<file path="src/rtl/sprite_io_regs.sv">
// sprite_io_regs: memory-mapped sprite attribute block on the CPU I/O bus.
// The CPU writes a shadow table. A commit request copies shadow to active at the
// next vblank_start, so the renderer never sees a half-updated frame. The block
// also keeps a sticky vblank flag and a 16-bit frame counter.
// Optional feature macro: SPRITE_IO_READBACK_EN (sprite X/Y/ATTR offsets read
// the shadow table; when undefined they read 0 and only CTRL/STAT/FRAME read back).
// DATA_W is expected to match the CPU word width (`CPU_WIDTH).
module sprite_io_regs #(
  parameter int          DATA_W      = 16,
  parameter int          NUM_SPRITES = 8,
  parameter logic [7:0]  BASE_HI     = 8'h40
) (
  input  logic              clock,
  input  logic              reset,
  input  logic [DATA_W-1:0] io_addr,
  input  logic              io_write,
  input  logic [DATA_W-1:0] io_wr_data,
  output logic [DATA_W-1:0] io_rd_data,
  input  logic              vblank_start,
  input  logic [4:0]        spr_index,
  output logic [9:0]        spr_x,
  output logic [9:0]        spr_y,
  output logic              spr_en,
  output logic [5:0]        spr_tile
);

  localparam int         IDX_W     = (NUM_SPRITES > 1) ? $clog2(NUM_SPRITES) : 1;
  localparam logic [7:0] OFF_CTRL  = 8'h80;
  localparam logic [7:0] OFF_STAT  = 8'h81;
  localparam logic [7:0] OFF_FRAME = 8'h82;

  // Shadow (CPU-facing) and active (renderer-facing) sprite tables
  logic [9:0] r_sh_x    [NUM_SPRITES];
  logic [9:0] r_sh_y    [NUM_SPRITES];
  logic       r_sh_en   [NUM_SPRITES];
  logic [5:0] r_sh_tile [NUM_SPRITES];
  logic [9:0] r_ac_x    [NUM_SPRITES];
  logic [9:0] r_ac_y    [NUM_SPRITES];
  logic       r_ac_en   [NUM_SPRITES];
  logic [5:0] r_ac_tile [NUM_SPRITES];

  logic        r_pending;
  logic        r_vbl_flag;
  logic [15:0] r_frame;

  logic             w_sel;
  logic [7:0]       w_off;
  logic [IDX_W-1:0] w_slot;
  logic             w_slot_ok;
  logic             w_wr;
  logic             w_commit;
  logic             w_ctrl_set;
  logic             w_stat_clr;
  logic             w_frame_ld;
  logic [IDX_W-1:0] w_spr_idx;
  logic             w_spr_ok;
  logic             w_unused_bits;

  assign w_sel      = (io_addr[15:8] == BASE_HI);
  assign w_off      = io_addr[7:0];
  // Sprite slots live in offsets 0x00-0x7F, four registers per sprite
  assign w_slot     = w_off[2 +: IDX_W];
  assign w_slot_ok  = !w_off[7] && (int'(w_off[6:2]) < NUM_SPRITES);
  assign w_wr       = io_write && w_sel;
  assign w_commit   = vblank_start && r_pending;
  assign w_ctrl_set = w_wr && (w_off == OFF_CTRL) && io_wr_data[0];
  assign w_stat_clr = w_wr && (w_off == OFF_STAT) && io_wr_data[0];
  assign w_frame_ld = w_wr && (w_off == OFF_FRAME);
  assign w_spr_idx  = spr_index[IDX_W-1:0];
  assign w_spr_ok   = (int'(spr_index) < NUM_SPRITES);
  // ATTR bits between enable and tile carry no state
  assign w_unused_bits = ^io_wr_data[14:10];

  // CPU writes into the shadow table; unused upper bits are dropped here
  always_ff @(posedge clock or posedge reset) begin
    if (reset) begin
      for (int i = 0; i < NUM_SPRITES; i++) begin
        r_sh_x[i]    <= '0;
        r_sh_y[i]    <= '0;
        r_sh_en[i]   <= 1'b0;
        r_sh_tile[i] <= '0;
      end
    end else if (w_wr && w_slot_ok) begin
      case (w_off[1:0])
        2'd0: r_sh_x[w_slot] <= io_wr_data[9:0];
        2'd1: r_sh_y[w_slot] <= io_wr_data[9:0];
        2'd2: begin
          r_sh_en[w_slot]   <= io_wr_data[15];
          r_sh_tile[w_slot] <= io_wr_data[5:0];
        end
        default: ;
      endcase
    end
  end

  // Whole-table copy on commit; a same-edge shadow write lands after this copy
  always_ff @(posedge clock or posedge reset) begin
    if (reset) begin
      for (int i = 0; i < NUM_SPRITES; i++) begin
        r_ac_x[i]    <= '0;
        r_ac_y[i]    <= '0;
        r_ac_en[i]   <= 1'b0;
        r_ac_tile[i] <= '0;
      end
    end else if (w_commit) begin
      for (int i = 0; i < NUM_SPRITES; i++) begin
        r_ac_x[i]    <= r_sh_x[i];
        r_ac_y[i]    <= r_sh_y[i];
        r_ac_en[i]   <= r_sh_en[i];
        r_ac_tile[i] <= r_sh_tile[i];
      end
    end
  end

  // Control state: CTRL set beats commit clear, vblank set beats W1C, FRAME load beats increment
  always_ff @(posedge clock or posedge reset) begin
    if (reset) begin
      r_pending  <= 1'b0;
      r_vbl_flag <= 1'b0;
      r_frame    <= '0;
    end else begin
      if (w_ctrl_set)
        r_pending <= 1'b1;
      else if (w_commit)
        r_pending <= 1'b0;

      if (vblank_start)
        r_vbl_flag <= 1'b1;
      else if (w_stat_clr)
        r_vbl_flag <= 1'b0;

      if (w_frame_ld)
        r_frame <= io_wr_data[15:0];
      else if (vblank_start)
        r_frame <= r_frame + 16'd1;
    end
  end

  // Zero-latency read mux: the CPU captures io_rd_data on the same edge
  always_comb begin
    io_rd_data = '0;
    if (w_sel) begin
      case (w_off)
        OFF_CTRL:  io_rd_data = DATA_W'(r_pending);
        OFF_STAT:  io_rd_data = DATA_W'(r_vbl_flag);
        OFF_FRAME: io_rd_data = DATA_W'(r_frame);
        default: begin
`ifdef SPRITE_IO_READBACK_EN
          if (w_slot_ok) begin
            case (w_off[1:0])
              2'd0:    io_rd_data = DATA_W'(r_sh_x[w_slot]);
              2'd1:    io_rd_data = DATA_W'(r_sh_y[w_slot]);
              2'd2:    io_rd_data = DATA_W'({r_sh_en[w_slot], 9'b0, r_sh_tile[w_slot]});
              default: io_rd_data = '0;
            endcase
          end
`endif
        end
      endcase
    end
  end

  // Renderer lookup into the active table; out-of-range index reads as an empty sprite
  always_comb begin
    spr_x    = '0;
    spr_y    = '0;
    spr_en   = 1'b0;
    spr_tile = '0;
    if (w_spr_ok) begin
      spr_x    = r_ac_x[w_spr_idx];
      spr_y    = r_ac_y[w_spr_idx];
      spr_en   = r_ac_en[w_spr_idx];
      spr_tile = r_ac_tile[w_spr_idx];
    end
  end

endmodule

</file>
<file path="config.mk">
export PLATFORM = sky130hd
export DESIGN_NAME = sprite_io_regs
export DESIGN_NICKNAME = d
export VERILOG_FILES = /design/src/rtl/sprite_io_regs.sv
export SDC_FILE = /design/constraint.sdc
export NUM_CORES = 1
export LEC_CHECK = 0
export CAP_MARGIN = 5
export CORE_ASPECT_RATIO = 2
export CORE_MARGIN = 5
export CORE_UTILIZATION = 55
export DETAILED_ROUTE_END_ITERATION = 12
export HOLD_SLACK_MARGIN = 0.03
export PLACE_DENSITY = 0.81
export RECOVER_POWER = 25
export SLEW_MARGIN = 20
export SYNTH_ARGS = -nofsm -noshare
export SYNTH_HDL_FRONTEND = slang
export SYNTH_SLANG_ARGS = --single-unit
export TNS_END_PERCENT = 20
</file>
<file path="constraint.sdc">
create_clock -name clock -period 17.2 [get_ports clock]
set_input_delay 3.44 -clock clock [delete_from_list [all_inputs] [get_ports clock]]
set_output_delay 3.44 -clock clock [all_outputs]
set_load 0.01 [all_outputs]
</file>
# [Word level (Yosys, flattened, before mapping)]
# Cells that the tools add are included.
[totals] wordCells=133 rom_bits=0 ramBits=0 n_memories=0 regBits=450 latchBits=0
[op_classes] n_eq_ne=6 mul=0 reduce_logical=18 addsub=1 muxes=34 magnitude_cmp=5 n_div=0 n_bitwise=2 shift=0
[op_table] operator="80-bit bitwise mux" n=2
[op_table] operator="10-bit two-way mux" n=7
[op_table] operator="10-bit binary-select mux with 3-bit select" n=2
[op_table] operator="48-bit bitwise mux" n=1
[op_table] operator="16-bit two-way mux" n=3
[op_table] operator="16-bit one-hot mux with 3 select lines" n=1
[op_table] operator="10-bit demux with 3-bit select" n=1
[op_table] operator="8-bit == test, second input constant" n=3
[op_table] operator="6-bit two-way mux" n=4
[op_table] operator="6-bit binary-select mux with 3-bit select" n=1
[op_table] operator="6-bit demux with 3-bit select" n=1
[op_table] operator="16-bit by 1-bit adder with 16-bit output, second input constant" n=1
[op_table] operator="1-bit logical AND" n=10
[op_table] operator="5-bit by 4-bit less-than comparator with 1-bit output, second input constant" n=2
[op_table] operator="8-bit bitwise mux" n=1
[op_table] operator="8-bit by 7-bit == test with 1-bit output, second input constant" n=1
[op_table] operator="4-bit >= comparator, second input constant" n=2
[op_table] operator="1-bit two-way mux" n=8
[op_table] operator="3-bit inverter with 4-bit output" n=2
[op_table] operator="2-bit AND reduction" n=3
[op_table] operator="2-bit nonzero test" n=3
[op_table] operator="4-bit by 1-bit less-than comparator with 1-bit output, second input constant" n=1
[op_table] operator="1-bit binary-select mux with 3-bit select" n=1
[op_table] operator="1-bit demux with 3-bit select" n=1
[op_table] operator="other kinds (4)" n=4

# [Depth between registers and ports, before layout]
# Gate-level depths: netlist of the first run.
[logic_depth] ltp_word=6 mapped_depth=6

# [Worst setup path before layout of the first run]
# No wires, ideal clock.
[synth_path] path_kind="input-to-output" from="input port spr_index[0]" to="output port spr_tile[3]" path_stages=5 arrival_ps=4845 n_path_buf=2 slack_ps=8915 cell_sequence="clkbuf_1 buf_2 mux4_2 mux2i_1 nor2_1"
[synth_via] elab_chain_len=5 word_cells_on_any_way=6
[synth_lines] item="from (decl)" line="20" source="input logic [4:0] spr_index,"
[synth_lines] item="3-bit inverter with 4-bit output (implied by the code)" line="173" source="spr_tile = r_ac_tile[w_spr_idx];"
[synth_lines] item="6-bit binary-select mux with 3-bit select" line="173"
[synth_lines] item="6-bit two-way mux (implied by the code) (2 in series)" line="173"
[synth_lines] item="6-bit two-way mux (*)" line="169" source="if (w_spr_ok) begin"
[synth_lines] item="to (decl)" line="24" source="output logic [5:0] spr_tile"
# Mark *: on every way between the ends. The rest lies on a longest branch, timed or not. The select of a mux whose other input is x is not followed.

==> metrics.md, run 1 <==
| Metric | Value |
|---|---|
| Vias/cell | 5.90 |
| Postcts setup bufs | 0 |
| GRT overflow | 0 |
| P_leak | 10.9 nW |
| Hold buffer count at cts | 0 |
| I/O Buffers | 83 |
| Routability Congestion | 0.834 |
| Rows | 96 |
| Commonest non-fill, non-tap cell in the layout | dfrtp_1 |
| Area Growth Syn to Fin | 12.6% |
| Largest family of logic cells by synthesized area | multiplexers |
| Starting DRT DRC Count | 620 |
| CP Capture Type | async pin |
| R2R Path Start | r_pending |
| Via count | roughly 10,000 |
| Crit Path Max Fanout | around 130 |
| Synth Instances | about 1,200 |
| Multiplexer share of the synthesized area | 0.332 |
| Top Ports | 84 |
| Post-Synth XOR/XNOR Area | 0.00684 |
| Sink Count | 450 |
| Max-slew violations | 243 |
| Longest Clk Path Bufs | 3 |
| Drt first pass iters | 4 |
| Later-pin clock latency in the skew report | 0.55 ns |
| Critical path type | input port to async pin |
| Crit share post-route | 0.650 |
| Setup TNS | 0 ns |
| Seq cells post-synth | 450 |
| DP Cell Count | 1,679 |
| Min Tclk post-route | ~11 ns |
| Register Area | 0.0113 mm^2 |
| Distinct cells, synth | 37 |
| Data required time of the worst path | approximately 18 ns |
| Largest net degree at the start of global routing | ~180 |
| Compound-Gate Fraction of Synth Area | 0.00528 |
| Nets@finish | 1,321 |
| Warnings from Yosys | 0 |
| Peak Freq | 89.5 MHz |
| First-pass GRT wire length | 64.9 mm |
| Sequential element share of the synthesized area | 0.586 |
| Htree depth | 2 |
| Clock-pin transition on the worst setup and hold timing paths | 0.07 ns |
| Initial antenna violation count | 0 |
| HP Class | register to register |
| Layout cell share with drive strength beyond 1 | 0.442 |
| Post-CTS resize count | 0 |
| Worst Setup SP | reset |
| Worst R2R End | r_ac_y[76] |
| Mean post-synth cell area | 15.9 um^2 |
| Fillers | 2,469 |
| Inserted Clock Buffers | 39 |
| Post-DP HPWL | approximately 25 mm |
| Post-Syn Area | slightly below 0.02 mm^2 |
| Area of the multi-input gates | 0.00758 mm^2 |
| R2R depth | 3 |
| All-layer global routing usage | 0.216 |
| Syn_nets | about 1,300 |
| CTS tree | yes |
| Max rail drop VDD | 0.0000818 V |
| Clk root buf | clkbuf_16 |
| Core area | between 0.03 and 0.04 mm^2 |
| Final Non-Filler Cells | ~1,800 |
| Post-route ant nets | 0 |
| N_diodes | 0 |
| CP Launch Type | input port |
| Routed WL per cell | between 20 and 25 um |
| Adder-Cell Fraction of Synth Area | 0.000651 |
| Vias in the first global route | between 10,000 and 15,000 |
| DIE HEIGHT | 274 um |
| Max-Cap Viols | 3 |
| PwrDens | 96.0 mW/mm^2 |
| Flop2flop setup slack | between 10 and 15 ns |
| Data arrival, critical path | 11.75 ns |
| Worst setup endpoint | r_ac_y[33] |
| Die area | 0.0390 mm^2 |
| Worst-Margin Slew | between 5 and 6 ns |
| Commonest non-fill, non-tap cells in the layout | 450 x dfrtp_1, 418 x mux2_2, 75 x clkdlybuf4s50_1 |
| DRC | 0 |
| Worst Skew | 0.0217 ns |
| Synth Area in Simple Gates | 0.0554 |
| Die width | 142 um |
| Max transition margin | -2.84 |
| RSZ-0062 raised after global routing | false |
| Final Hold Fails | 0 |
| Run status | finished, violations left |
| Violated checks | max-capacitance violations, max-slew violations |
| Initial cell density of the core | 0.557 |
| Setup violations, final | 0 |
| Drt total wl | 40.5 mm |
cells in the mapped netlist:
cell / number / area (um^2)
nor2_2: 6 / 37.5
mux2_1: 14 / 158
and4_1: 1 / 8.76
nor4_4: 2 / 42.5
nand3_1: 10 / 50.1
clkbuf_1: 52 / 195
ha_1: 1 / 12.5
nor2b_1: 4 / 25.0
buf_2: 7 / 35.0
o21ai_0: 1 / 5.00
buf_1: 4 / 15.0
xor2_1: 9 / 78.8
nand3_4: 2 / 35.0
nor3_1: 6 / 30.0
mux2_2: 418 / 4710
nand2_8: 2 / 40.0
nor2_1: 47 / 176
nand2b_1: 2 / 12.5
dfrtp_1: 450 / 11300
nand4_2: 1 / 12.5
mux2i_1: 29 / 290
nor2_8: 16 / 320
nand2_1: 12 / 45.0
mux4_2: 54 / 1220
inv_1: 3 / 11.3
a21o_1: 1 / 7.51
and2_1: 14 / 87.6
or2_1: 2 / 12.5
nand4_1: 6 / 37.5
clkbuf_4: 1 / 7.51
o32ai_1: 1 / 8.76
nor4_1: 4 / 25.0
a21oi_1: 16 / 80.1
and3_1: 2 / 12.5
nor4b_4: 2 / 47.6
xnor2_1: 6 / 52.6
or2_2: 1 / 6.26
layer usage:
layer,GRT usage,routed length (um),up-vias
met5,0,0,-
met2,0.388,22300,172
met1,0.261,15600,5568
met3,0.0297,1080,93
li1,-,-,4499
met4,0.0801,1560,0
layout make-up:
type,count,share of cell area
sequential,450,0.521
clock inverter,22,0.0120
tap,441,0.0255
timing repair buffer,93,0.0416
multi-input combinational,692,0.351
inverter,3,0.000579
clock buffer,49,0.0487
report_power, final:
group	switching (W)	internal, W	total [W]
Sequential	0.0000137	0.00107	0.00108
Clock	0.000397	0.000515	0.000912
Combinational	0.0000573	0.0000276	0.0000849
worst min-delay path by stage:
stage	start	to	slack, ns	cells past startpoint
2_1_floorplan	r_vbl_flag	r_vbl_flag	0.45	1
3_3_place_gp	r_vbl_flag	r_vbl_flag	0.46	1
3_5_place_dp	r_sh_y[57]	r_sh_y[57]	0.47	1
4_1_cts	r_sh_y[57]	r_sh_y[57]	0.49	1
5_1_grt	r_sh_tile[46]	r_ac_tile[46]	0.50	1
6_report	r_sh_y[57]	r_sh_y[57]	0.48	1
sequential cells by signal, summed over array words and instances, names as in the netlist:
name,count
r_ac_en,8
r_ac_tile,48
r_ac_x,80
r_ac_y,80
r_frame,16
r_pending,1
r_sh_en,8
r_sh_tile,48
r_sh_x,80
r_sh_y,80
r_vbl_flag,1
worst max-delay path, stage by stage:
cell,delay (ns)
dlygate4sd3_1,0.54
clkinvlp_2,3.14
clkbuf_1,2.88
buf_6,0.77
buf_6,0.67
cells by family after synthesis:
family / Yosys count
xor gates and xnor gates: 15
DFF: 450
adders and majority gates: 1
buffers and inverters: 67
AOI/OAI and AO/OA: 19
muxes: 515
and+or+nand+nor: 142
through the flow:
| stage | area, um^2 | power [W] | setup WS, ns | hold WS [ns] | utilization |
|---|---|---|---|---|---|
| 5_1_grt | 21600 | 0.00214 | 4.30 | 0.500 | 0.627 |
| 2_1_floorplan | 19200 | 0.00115 | 1.22 | 0.450 | - |
| 6_report | 21600 | 0.00208 | 6.02 | 0.485 | 0.627 |
| 4_1_cts | 21700 | 0.00209 | 7.50 | 0.490 | 0.630 |
| 3_5_place_dp | 20400 | 0.00119 | 7.51 | 0.475 | 0.592 |
| 3_3_place_gp | 20400 | 0.00119 | 7.65 | 0.462 | 0.593 |
Note: power is estimated with default switching activity, not from simulation.
==> run 2, diff against run 1 <==
--- a/config.mk
+++ b/config.mk
@@ -11,7 +11,7 @@
 export CORE_UTILIZATION = 55
 export DETAILED_ROUTE_END_ITERATION = 12
 export HOLD_SLACK_MARGIN = 0.03
-export PLACE_DENSITY = 0.81
+export PLACE_DENSITY = 0.84
 export RECOVER_POWER = 25
 export SLEW_MARGIN = 20
 export SYNTH_ARGS = -nofsm -noshare
==> constraint.sdc (replaced) <==
create_clock -name clock -period 9.3 [get_ports clock]
set_input_delay 1.86 -clock clock [delete_from_list [all_inputs] [get_ports clock]]
set_output_delay 1.86 -clock clock [all_outputs]
set_load 0.01 [all_outputs]
==> run 2 against run 1 <==
Net effect: the run still ends with max-capacitance violations, max-slew violations left; clock-buffer cell count up 4; combinational power increased by 87%; sequential power grew 85%; clock skew down 0.0078 ns; first-iteration DRC count grew 8.4%; sequential share of layout area down 0.18 points; critical path type is now input port to primary output; critical path depth increased by 1; critical endpoint is now io_rd_data[3]; clock power is 80% higher; core utilization is 0.22 points higher; power up 83%.
==> metrics.md, run 2 (synthesis results as in run 1) <==
| Metric | Value |
|---|---|
| Run status | finished, violations left |
| Violated checks | max-capacitance violations, max-slew violations |
| Data arrival, critical path | 4.81 ns (-6.94 ns) |
| First-pass GRT wire length | 65.8 mm (+1.4%) |
| Critical path type | input port to primary output |
| DP Cell Count | 1,682 (+0.18%) |
| CP Capture Type | primary output |
| Drt first pass iters | 5 (+1) |
| Largest net degree at the start of global routing | 183 (-0.54%) |
| R2R depth | 3 (unchanged) |
| Clk pwr share | 0.431 (-0.008) |
| Fillers | 2,415 (-2.2%) |
| Initial antenna violation count | 0 (unchanged) |
| Later-pin clock latency in the skew report | 0.53 ns (-0.02 ns) |
| Post-Layout Inst Area | 0.0217 mm^2 (+0.35%) |
| Max-slew violations | 207 (-15%) |
| R2R Path Start | r_pending |
| Worst hold stages | 1 (unchanged) |
| Top Ports | 84 (unchanged) |
| Nets@finish | 1,324 (+0.23%) |
| CTS tree | yes |
| CP Launch Type | input port |
| Longest Clk Path Bufs | 3 (unchanged) |
| Postcts setup bufs | 0 (unchanged) |
| Layout cell share with drive strength beyond 1 | 0.444 (+0.00272) |
| P_sw | 0.000844 W (+81%) |
| Starting DRT DRC Count | 672 (+8.4%) |
| Vias/cell | 5.91 (about the same) |
| PwrDens | 175 mW/mm^2 (+82%) |
| Hold Startpoint | r_sh_y[57] |
| RSZ-0062 raised after global routing | false |
| Setup violations, final | 0 (unchanged) |
| Post-DP Area | 0.0205 mm^2 (+0.18%) |
| Sink Count | 450 (unchanged) |
| Crit share post-route | 0.717 |
| Int Pwr | 0.00295 W (+83%) |
| Vias in the first global route | 11,700 (+2.9%) |
| Hold buffer count at cts | 0 (unchanged) |
| Comb pwr share | 0.042 (about the same) |
| Worst-Margin Slew | 2.85 ns (-2.88 ns) |
| Crit Path Max Fanout | 14 (-89%) |
| Switching share of power | 0.223 (-0.00264) |
| DRC | 0 (unchanged) |
| Final Hold Fails | 0 (unchanged) |
| Routed WL per cell | 23.2 um (+0.24%) |
| Sequential Power Share | 0.527 (+0.007) |
| Core area | 0.0345 mm^2 (unchanged) |
| GRT overflow | 0 (unchanged) |
| Final Non-Filler Cells | 1,751 (+0.057%) |
| Initial cell density of the core | 0.557 (unchanged) |
| Peak Freq | 150 MHz |
| Die width | 142 um (unchanged) |
| HP Class | register to register |
| Post-CTS resize count | 0 (unchanged) |
| Flop2flop setup slack | 5.91 ns (-8.19 ns) |
| All-layer global routing usage | 0.217 (+0.00115) |
| Via count | 10,300 (+0.097%) |
| Max transition margin | -0.897 (+1.94) |
| Inserted Clock Buffers | 38 (-2.6%) |
| Hold EP | r_sh_y[57] |
| Commonest non-fill, non-tap cells in the layout | 450 x dfrtp_1, 418 x mux2_2, 75 x clkdlybuf4s50_1 |
| Routability Congestion | 0.802 (-3.9%) |
| Worst R2R End | r_ac_y[3] |
| Die area | 0.0390 mm^2 (unchanged) |
| Clock-pin transition on the worst setup and hold timing paths | 0.07 ns (about the same) |
| Max-Cap Viols | 5 (+2) |
| Post-route ant nets | 0 (unchanged) |
| Area Growth Syn to Fin | 13.0% |
| Clk root buf | clkbuf_16 |
| Post-DP HPWL | 25.6 mm (+0.64%) |
| P_leak | 11.0 nW (+1.2%) |
| Rows | 96 (unchanged) |
| N_diodes | 0 (unchanged) |
| Data required time of the worst path | 7.44 ns (-10.33 ns) |
| Drt total wl | 40.6 mm (+0.30%) |
| Worst Skew | 0.0139 ns (-0.00776 ns) |
| Setup TNS | 0 ns (unchanged) |
| Commonest non-fill, non-tap cell in the layout | dfrtp_1 |
| DIE HEIGHT | 274 um (unchanged) |
| Core Util, Final | 0.629 (+0.00221) |
| Htree depth | 2 (unchanged) |
| Max rail drop VDD | 0.000189 V (+130%) |
| Min Tclk post-route | 6.67 ns |
| I/O Buffers | 83 (unchanged) |
run 2: cell types whose count changed in the layout (fill, tap and decap cells not counted), moves of 2 or more:
cell,change
inv_6,-3
clkbuf_16,+2
clkinvlp_4,-3
buf_6,-2
bufinv_16,-3
nor2_1,-4
clkbuf_8,+4
buf_4,+2
nor2_8,+4
clkinv_4,+2
run 2: how the worst max path moves through the flow:
stage / start / endpoint / slack, ns / cells past startpoint
after global routing: reset / r_ac_tile[33] / 1.69 / 5
final: io_addr[9] / io_rd_data[3] / 2.63 / 6
after detailed placement: io_addr[3] / io_rd_data[3] / 2.92 / 6
after CTS: io_addr[3] / io_rd_data[3] / 2.90 / 6
after floorplan: reset / r_ac_en[0] / 1.35 / 1
after global placement: io_addr[3] / io_rd_data[2] / 2.92 / 6
run 2: metrics by stage:
step	total power, W	hold WS, ns	worst slack [ns]
after CTS	0.00383	0.493	2.90
final	0.00379	0.487	2.63
after global placement	0.00219	0.459	2.92
after detailed placement	0.00220	0.477	2.92
after global routing	0.00392	0.511	1.69
after floorplan	0.00213	0.450	1.35
run 2: cell type report:
class / count / area (um^2) / area share
clock buffer: 53 / 1150 / 0.0531
clock inverter: 15 / 139 / 0.00640
inverter: 3 / 12.5 / 0.000577
multi-input combinational: 692 / 7660 / 0.353
sequential: 450 / 11300 / 0.519
tap: 441 / 552 / 0.0254
timing repair buffer: 97 / 923 / 0.0426
run 2: worst max-delay path, cell delays in order:
cell and delay, ns:
dlygate4sd3_1 0.54, nor4_1 0.58, nand2_1 0.18, nor3_1 0.83
and2_1 0.26, clkdlybuf4s50_1 0.55
run 2: power by group through the flow:
stage / Clock, W / Sequential [W] / Combinational (W)
6_report: 0.00164 / 0.00200 / 0.000159
5_1_grt: 0.00174 / 0.00200 / 0.000177
4_1_cts: 0.00166 / 0.00200 / 0.000165
3_5_place_dp: 0 / 0.00203 / 0.000165
3_3_place_gp: 0 / 0.00203 / 0.000159
2_1_floorplan: 0 / 0.00203 / 0.000101
run 2: layer usage:
metal,vias up,part of all wire,GRT usage
met3,78,0.033,0.0241
met2,223,0.57,0.401
met4,0,0.033,0.0751
li1,4514,-,-
met1,5527,0.37,0.259
met5,-,0,0
